[src/rtl/teclado_pkg.sv]
// teclado_pkg: shared types and helpers
// for the front-panel keypad scanner.
package teclado_pkg;

   typedef enum logic [1:0] {
      IDLE,
      CONFIRM,
      HELD,
      RELEASE
   } estado_t;

   localparam int NUM_COL = 4;
   localparam int NUM_LIN = 3;
   localparam int CODE_W  = 4;

   // key code = col*3 + row, 0..11
   function automatic logic [CODE_W-1:0] code(
      input logic [1:0] col,
      input logic [1:0] row
   );
      return CODE_W'(col) * CODE_W'(NUM_LIN)
           + CODE_W'(row);
   endfunction

endpackage

[src/rtl/varredura_colunas.sv]
// varredura_colunas: slot divider and
// low-active column strobe generator.
module varredura_colunas #(
   parameter int DIV = 50000
) (
   input  logic       clk,
   input  logic       rst,
   output logic [1:0] col,
   output logic [3:0] coluna,
   output logic       amostra
);

   localparam int DW = $clog2(DIV);

   logic [DW-1:0] div;

   assign amostra = (div == DW'(DIV - 1));

   // divider, column index and strobes advance together
   always_ff @(posedge clk) begin
      if (rst) begin
         div    <= '0;
         col    <= '0;
         coluna <= 4'b1110;
      end else if (amostra) begin
         div    <= '0;
         col    <= col + 2'd1;
         coluna <= ~(4'b0001 << (col + 2'd1));
      end else begin
         div    <= div + 1'b1;
      end
   end

endmodule

[src/rtl/leitor_teclado.sv]
// leitor_teclado: 4x3 keypad scanner with
// frame-level debounce and one-cycle key events.
module leitor_teclado
   import teclado_pkg::*;
#(
   parameter int DIV = 50000,
   parameter int DEB = 4
) (
   input  logic       clk,
   input  logic       rst,
   input  logic [2:0] linha,
   output logic [3:0] coluna,
   output logic [3:0] tecla,
   output logic       tecla_valida,
   output logic       tecla_pressionada
);

   localparam int CW = $clog2(DEB + 1);
   localparam logic [CW-1:0] DEB_C = CW'(DEB);
   localparam logic [CW-1:0] UM    = CW'(1);

   logic [1:0]        col;
   logic              amostra;
   logic [2:0]        s1, s2;
   logic              vazio;
   logic [1:0]        lin;
   logic [CODE_W-1:0] cod;

   estado_t           estado, estado_n;
   logic [CW-1:0]     cnt, cnt_n, cnt_inc;
   logic [CODE_W-1:0] cand, cand_n;
   logic [1:0]        ccol, ccol_n;
   logic [CODE_W-1:0] tecla_n;
   logic              valida_n;
   logic              casa, mesma_col;

   varredura_colunas #(.DIV(DIV)) u_varr (
      .clk     (clk),
      .rst     (rst),
      .col     (col),
      .coluna  (coluna),
      .amostra (amostra)
   );

   // two-flop synchronizer for the async rows
   always_ff @(posedge clk) begin
      if (rst) begin
         s1 <= 3'b111;
         s2 <= 3'b111;
      end else begin
         s1 <= linha;
         s2 <= s1;
      end
   end

   // lowest low row wins
   always_comb begin
      vazio = &s2;
      lin   = 2'd2;
      if (!s2[0])      lin = 2'd0;
      else if (!s2[1]) lin = 2'd1;
   end

   assign cod       = code(col, lin);
   assign casa      = !vazio && (cod == cand);
   assign mesma_col = (col == ccol);
   assign cnt_inc   = (cnt == DEB_C) ? cnt : cnt + UM;

   // debounce FSM: evaluated only on sample strobes
   always_comb begin
      estado_n = estado;
      cnt_n    = cnt;
      cand_n   = cand;
      ccol_n   = ccol;
      tecla_n  = tecla;
      valida_n = 1'b0;
      if (amostra) begin
         unique case (estado)
            IDLE: begin
               if (!vazio) begin
                  cand_n = cod;
                  ccol_n = col;
                  if (DEB == 1) begin
                     tecla_n  = cod;
                     valida_n = 1'b1;
                     cnt_n    = '0;
                     estado_n = HELD;
                  end else begin
                     cnt_n    = UM;
                     estado_n = CONFIRM;
                  end
               end
            end
            CONFIRM: begin
               if (mesma_col) begin
                  if (casa) begin
                     cnt_n = cnt_inc;
                     if (cnt_inc == DEB_C) begin
                        tecla_n  = cand;
                        valida_n = 1'b1;
                        cnt_n    = '0;
                        estado_n = HELD;
                     end
                  end else begin
                     cnt_n    = '0;
                     estado_n = IDLE;
                  end
               end
            end
            HELD: begin
               if (mesma_col && !casa) begin
                  if (DEB == 1) begin
                     cnt_n    = '0;
                     estado_n = IDLE;
                  end else begin
                     cnt_n    = UM;
                     estado_n = RELEASE;
                  end
               end
            end
            RELEASE: begin
               if (mesma_col) begin
                  if (casa) begin
                     cnt_n    = '0;
                     estado_n = HELD;
                  end else if (cnt_inc == DEB_C) begin
                     cnt_n    = '0;
                     estado_n = IDLE;
                  end else begin
                     cnt_n    = cnt_inc;
                  end
               end
            end
            default: estado_n = IDLE;
         endcase
      end
   end

   // state and registered outputs
   always_ff @(posedge clk) begin
      if (rst) begin
         estado            <= IDLE;
         cnt               <= '0;
         cand              <= '0;
         ccol              <= '0;
         tecla             <= '0;
         tecla_valida      <= 1'b0;
         tecla_pressionada <= 1'b0;
      end else begin
         estado            <= estado_n;
         cnt               <= cnt_n;
         cand              <= cand_n;
         ccol              <= ccol_n;
         tecla             <= tecla_n;
         tecla_valida      <= valida_n;
         tecla_pressionada <= (estado_n == HELD) ||
                              (estado_n == RELEASE);
      end
   end

endmodule

[config.mk]
export PLATFORM = sky130hd
export DESIGN_NAME = leitor_teclado
export DESIGN_NICKNAME = d
export VERILOG_FILES = /design/src/rtl/teclado_pkg.sv /design/src/rtl/varredura_colunas.sv /design/src/rtl/leitor_teclado.sv
export SDC_FILE = /design/constraint.sdc
export NUM_CORES = 1
export LEC_CHECK = 0
export BUFFER_PORTS_ARGS = -buffer_cell sky130_fd_sc_hd__buf_2
export CAP_MARGIN = 30
export CORE_AREA = 2 2 67 69
export CTS_CLUSTER_SIZE = 24
export DETAILED_ROUTE_END_ITERATION = 10
export DIE_AREA = 0 0 69 71
export GPL_TIMING_DRIVEN = 0
export PLACE_DENSITY = 0.71
export REMOVE_ABC_BUFFERS = 1
export SLEW_MARGIN = 20
export SYNTH_ARGS = -nofsm -noshare
export SYNTH_HDL_FRONTEND = slang
export SYNTH_HIERARCHICAL = 1
export SYNTH_SLANG_ARGS = --single-unit
[constraint.sdc]
create_clock -name clk -period 6 [get_ports clk]
set_clock_uncertainty 0.05 [all_clocks]
set_input_delay 1.2 -clock clk [delete_from_list [all_inputs] [get_ports clk]]
set_output_delay 1.2 -clock clk [all_outputs]
set_load 0.01 [all_outputs]
==> flow_metrics.env <==
export IMPL_post_drt_wl_per_cell_microns=12.3
export IMPL_overflow=0
export IMPL_syn_cell_area_sq_um=2200
export IMPL_grt_start_max_net_pins=31
export IMPL_post_cts_resized=0
export IMPL_status="finished clean"
export IMPL_pwr_density_cell_nw_per_um2=213
export IMPL_cts_root_buffer="clkbuf_8"
export IMPL_path_class="reg2reg"
export IMPL_first_global_vias=1471
export IMPL_relSlewSlack_pct=60.3
export IMPL_io_pins=15
export IMPL_cap_violations=0
export IMPL_r2r_end="cnt[2]$_SDFFE_PP0P_"
export IMPL_vias=1645
export IMPL_r2r_start="u_varr/col[1]$_SDFFE_PP0N_"
export IMPL_setup_ws_ns=2.99
export IMPL_die_height_microns=71
export IMPL_core_sq_um=4200
export IMPL_synth_area_per_cell_sq_um=9.23
export IMPL_ant_nets=0
export IMPL_tightest_slew_ns=0.595
export IMPL_gp_congestion=0.836
export IMPL_synth_cell_types=48
export IMPL_final_common_cell="dfxtp_1"
export IMPL_hold_viol_final=0
export IMPL_hold_path_startpoint="s1[1]$_SDFF_PP1_"
export IMPL_ys_ff_latch=45
export IMPL_setup_violations=0
export IMPL_fp_dieW_microns=69
export IMPL_clk_latency_ns=0.30
export IMPL_slew_violations=0
export IMPL_rsz0062_at_grt="false"
export IMPL_fin_cells=304
export IMPL_required_ns=6.19
export IMPL_cts_sinks=45
export IMPL_critPathLaunchType="flop"
export IMPL_grt_pass1_wl_microns=6600
export IMPL_clkTransAtPathRegs_ns=0.08
export IMPL_fin_crit_ns=3.01
export IMPL_drcViolationCount=0
export IMPL_mostFrequentLayoutCells="45 x dfxtp_1, 33 x nor2_1, 19 x xnor2_1"
export IMPL_routed_via_density=5.41
export IMPL_rows=24
export IMPL_clk_path_buf_depth=2
export IMPL_drtIter0Drc=62
export IMPL_grt_usage_pct=16.5
export IMPL_p_leak_uw=0.000939
export IMPL_reg2regPathDepth=8
export IMPL_fmax_mhz=333
export IMPL_antenna_found_initial=0
export IMPL_timing_final_crit_share_pct=50.1
export IMPL_synth_warnings=6
export IMPL_dp_cells=296
export IMPL_layout_nets=267
export IMPL_drt_pass1_iterations=4
export IMPL_hpwlAfterDp_microns=2600
export IMPL_rrSetupSlack_ns=2.99
export IMPL_endpoint_kind="flop"
export IMPL_h_tree_depth=2
export IMPL_seq_area_frac_synth_pct=41.0
export IMPL_cts_tree="done"
export IMPL_holdPathStages=1
export IMPL_fillCellCount=395
export IMPL_totalWireLength_microns=3730
export IMPL_tns_ns=0
export IMPL_die_area_sq_um=4900
export IMPL_hold_buffers=0
export IMPL_antennaDiodeCount=0
export IMPL_post_cts_buffers=0
export IMPL_numPortBuffers=14
export IMPL_arrival_ns=3.19
export IMPL_area_delta_synth_final_pct=8.14
export IMPL_cp_max_fo=8
export IMPL_layout_drive_gt1_share_pct=15.5
export IMPL_start_util_pct=52.3
export IMPL_vdd_ir_drop_max_uv=128
export IMPL_syn_instance_count=238
export IMPL_hold_end="s2[1]$_SDFF_PP1_"
export IMPL_dpl_worst_slack_ns=2.99
export IMPL_hold_path_class="reg2reg"
export IMPL_cts_inserted_buffers=5
-- kinds of logic (layout without fill, tap and decap cells) --
group / count (synthesis) / after routing / synth area share (%)
buffers and inverters: 20 / 34 / 3.99
xor gates and xnor gates: 22 / 22 / 8.77
muxes: 7 / 7 / 3.19
DFF: 45 / 45 / 41.0
AOI/OAI and AO/OA: 31 / 31 / 9.91
adders and majority gates: 11 / 11 / 6.95
and+or+nand+nor: 102 / 102 / 26.2
-- routing by layer --
layer	wire, microns	share of wire, %	up-vias	GRT usage (%)
met5	0	0	-	0
li1	-	-	853	-
met4	67	1.8	0	6.54
met2	1660	45	22	25.5
met1	1880	50	764	22.2
met3	118	3.2	6	4.27
-- worst max-delay path: stages (launching register included) --
cell and delay, ns:
dfxtp_1 0.54, fa_1 0.48, ha_1 0.22, fa_1 0.51
xnor2_1 0.13, nand4_1 0.24, o2111a_1 0.32, or3_1 0.33
o21ai_1 0.12
-- power breakdown --
part	total (uW)	switching, uW	internal [uW]
logic	19.2	12.1	7.10
clock network	184	103	80.4
registers	304	2.29	302
-- metrics by stage --
stage | total power [uW] | hold slack, ns | cell area [sq um] | utilization [%]
finish | 507 | 0.365 | 2380 | 56.5
global route | 526 | 0.377 | 2380 | 56.5
CTS | 513 | 0.369 | 2380 | 56.5
detailed placement | 331 | 0.348 | 2290 | 54.5
global placement | 330 | 0.340 | 2290 | 54.5
floorplan | 324 | 0.339 | 2150 | -
-- registers in the layout (all words and copies together), names as in the netlist --
register and flops:
tecla_valida 1, tecla_pressionada 1, tecla 4, ccol 2, s1 3, cnt 3
u_varr/col 2, estado 2, s2 3, u_varr/div 16, cand 4, u_varr/coluna 4
-- cell usage after synthesis (all sizes together) --
master	count	share of area, %
dfxtp	45	41
nor2b	1	0.28
a211o	3	1.3
nor2	33	5.6
and4	1	0.40
a21oi	11	2.7
nand3	12	3.0
nor4	7	2.0
o31ai	1	0.34
o41ai	1	0.40
nand2	12	2.0
mux2i	7	3.2
nor3	8	2.0
o21ai	6	1.4
o2111a	1	0.51
o211ai	3	1.0
or3b	1	0.40
nor4b	2	1.5
o311ai	1	0.40
nand2b	2	0.57
ha	9	5.1
a211oi	2	0.68
nand4	5	2.1
xor2	3	1.2
nand3b	1	0.34
and2	2	0.68
buf	2	0.74
a311oi	1	0.68
clkbuf	6	1.2
or2	7	2.0
xnor2	19	7.6
fa	2	1.8
and3	3	0.85
nand4b	1	0.68
o221a	1	0.51
or3	2	0.57
inv	12	2.0
and4bb	2	1.1
-- how the worst max path moves through the flow --
stage,to,startpoint
2_1_floorplan,cnt[1]$_SDFFE_PP0P_,u_varr/col[1]$_SDFFE_PP0N_
3_3_place_gp,cnt[2]$_SDFFE_PP0P_,u_varr/col[1]$_SDFFE_PP0N_
3_5_place_dp,cnt[2]$_SDFFE_PP0P_,u_varr/col[1]$_SDFFE_PP0N_
4_1_cts,cnt[2]$_SDFFE_PP0P_,u_varr/col[1]$_SDFFE_PP0N_
5_1_grt,cnt[2]$_SDFFE_PP0P_,u_varr/col[1]$_SDFFE_PP0N_
6_report,cnt[2]$_SDFFE_PP0P_,u_varr/col[1]$_SDFFE_PP0N_
-- final cells by class --
cell class              count  area [sq um]  area share (%)
clock buffers               5          68.8            2.90
inverters                  12          45.0            1.90
well taps                  52          65.1            2.74
repair buffers             14          70.1            2.95
clock inverters             3          17.5           0.737
flip-flops and latches     45           901            37.9
multi-input cells         173          1210            50.9
No activity file was read; power rests on OpenSTA's default activity.
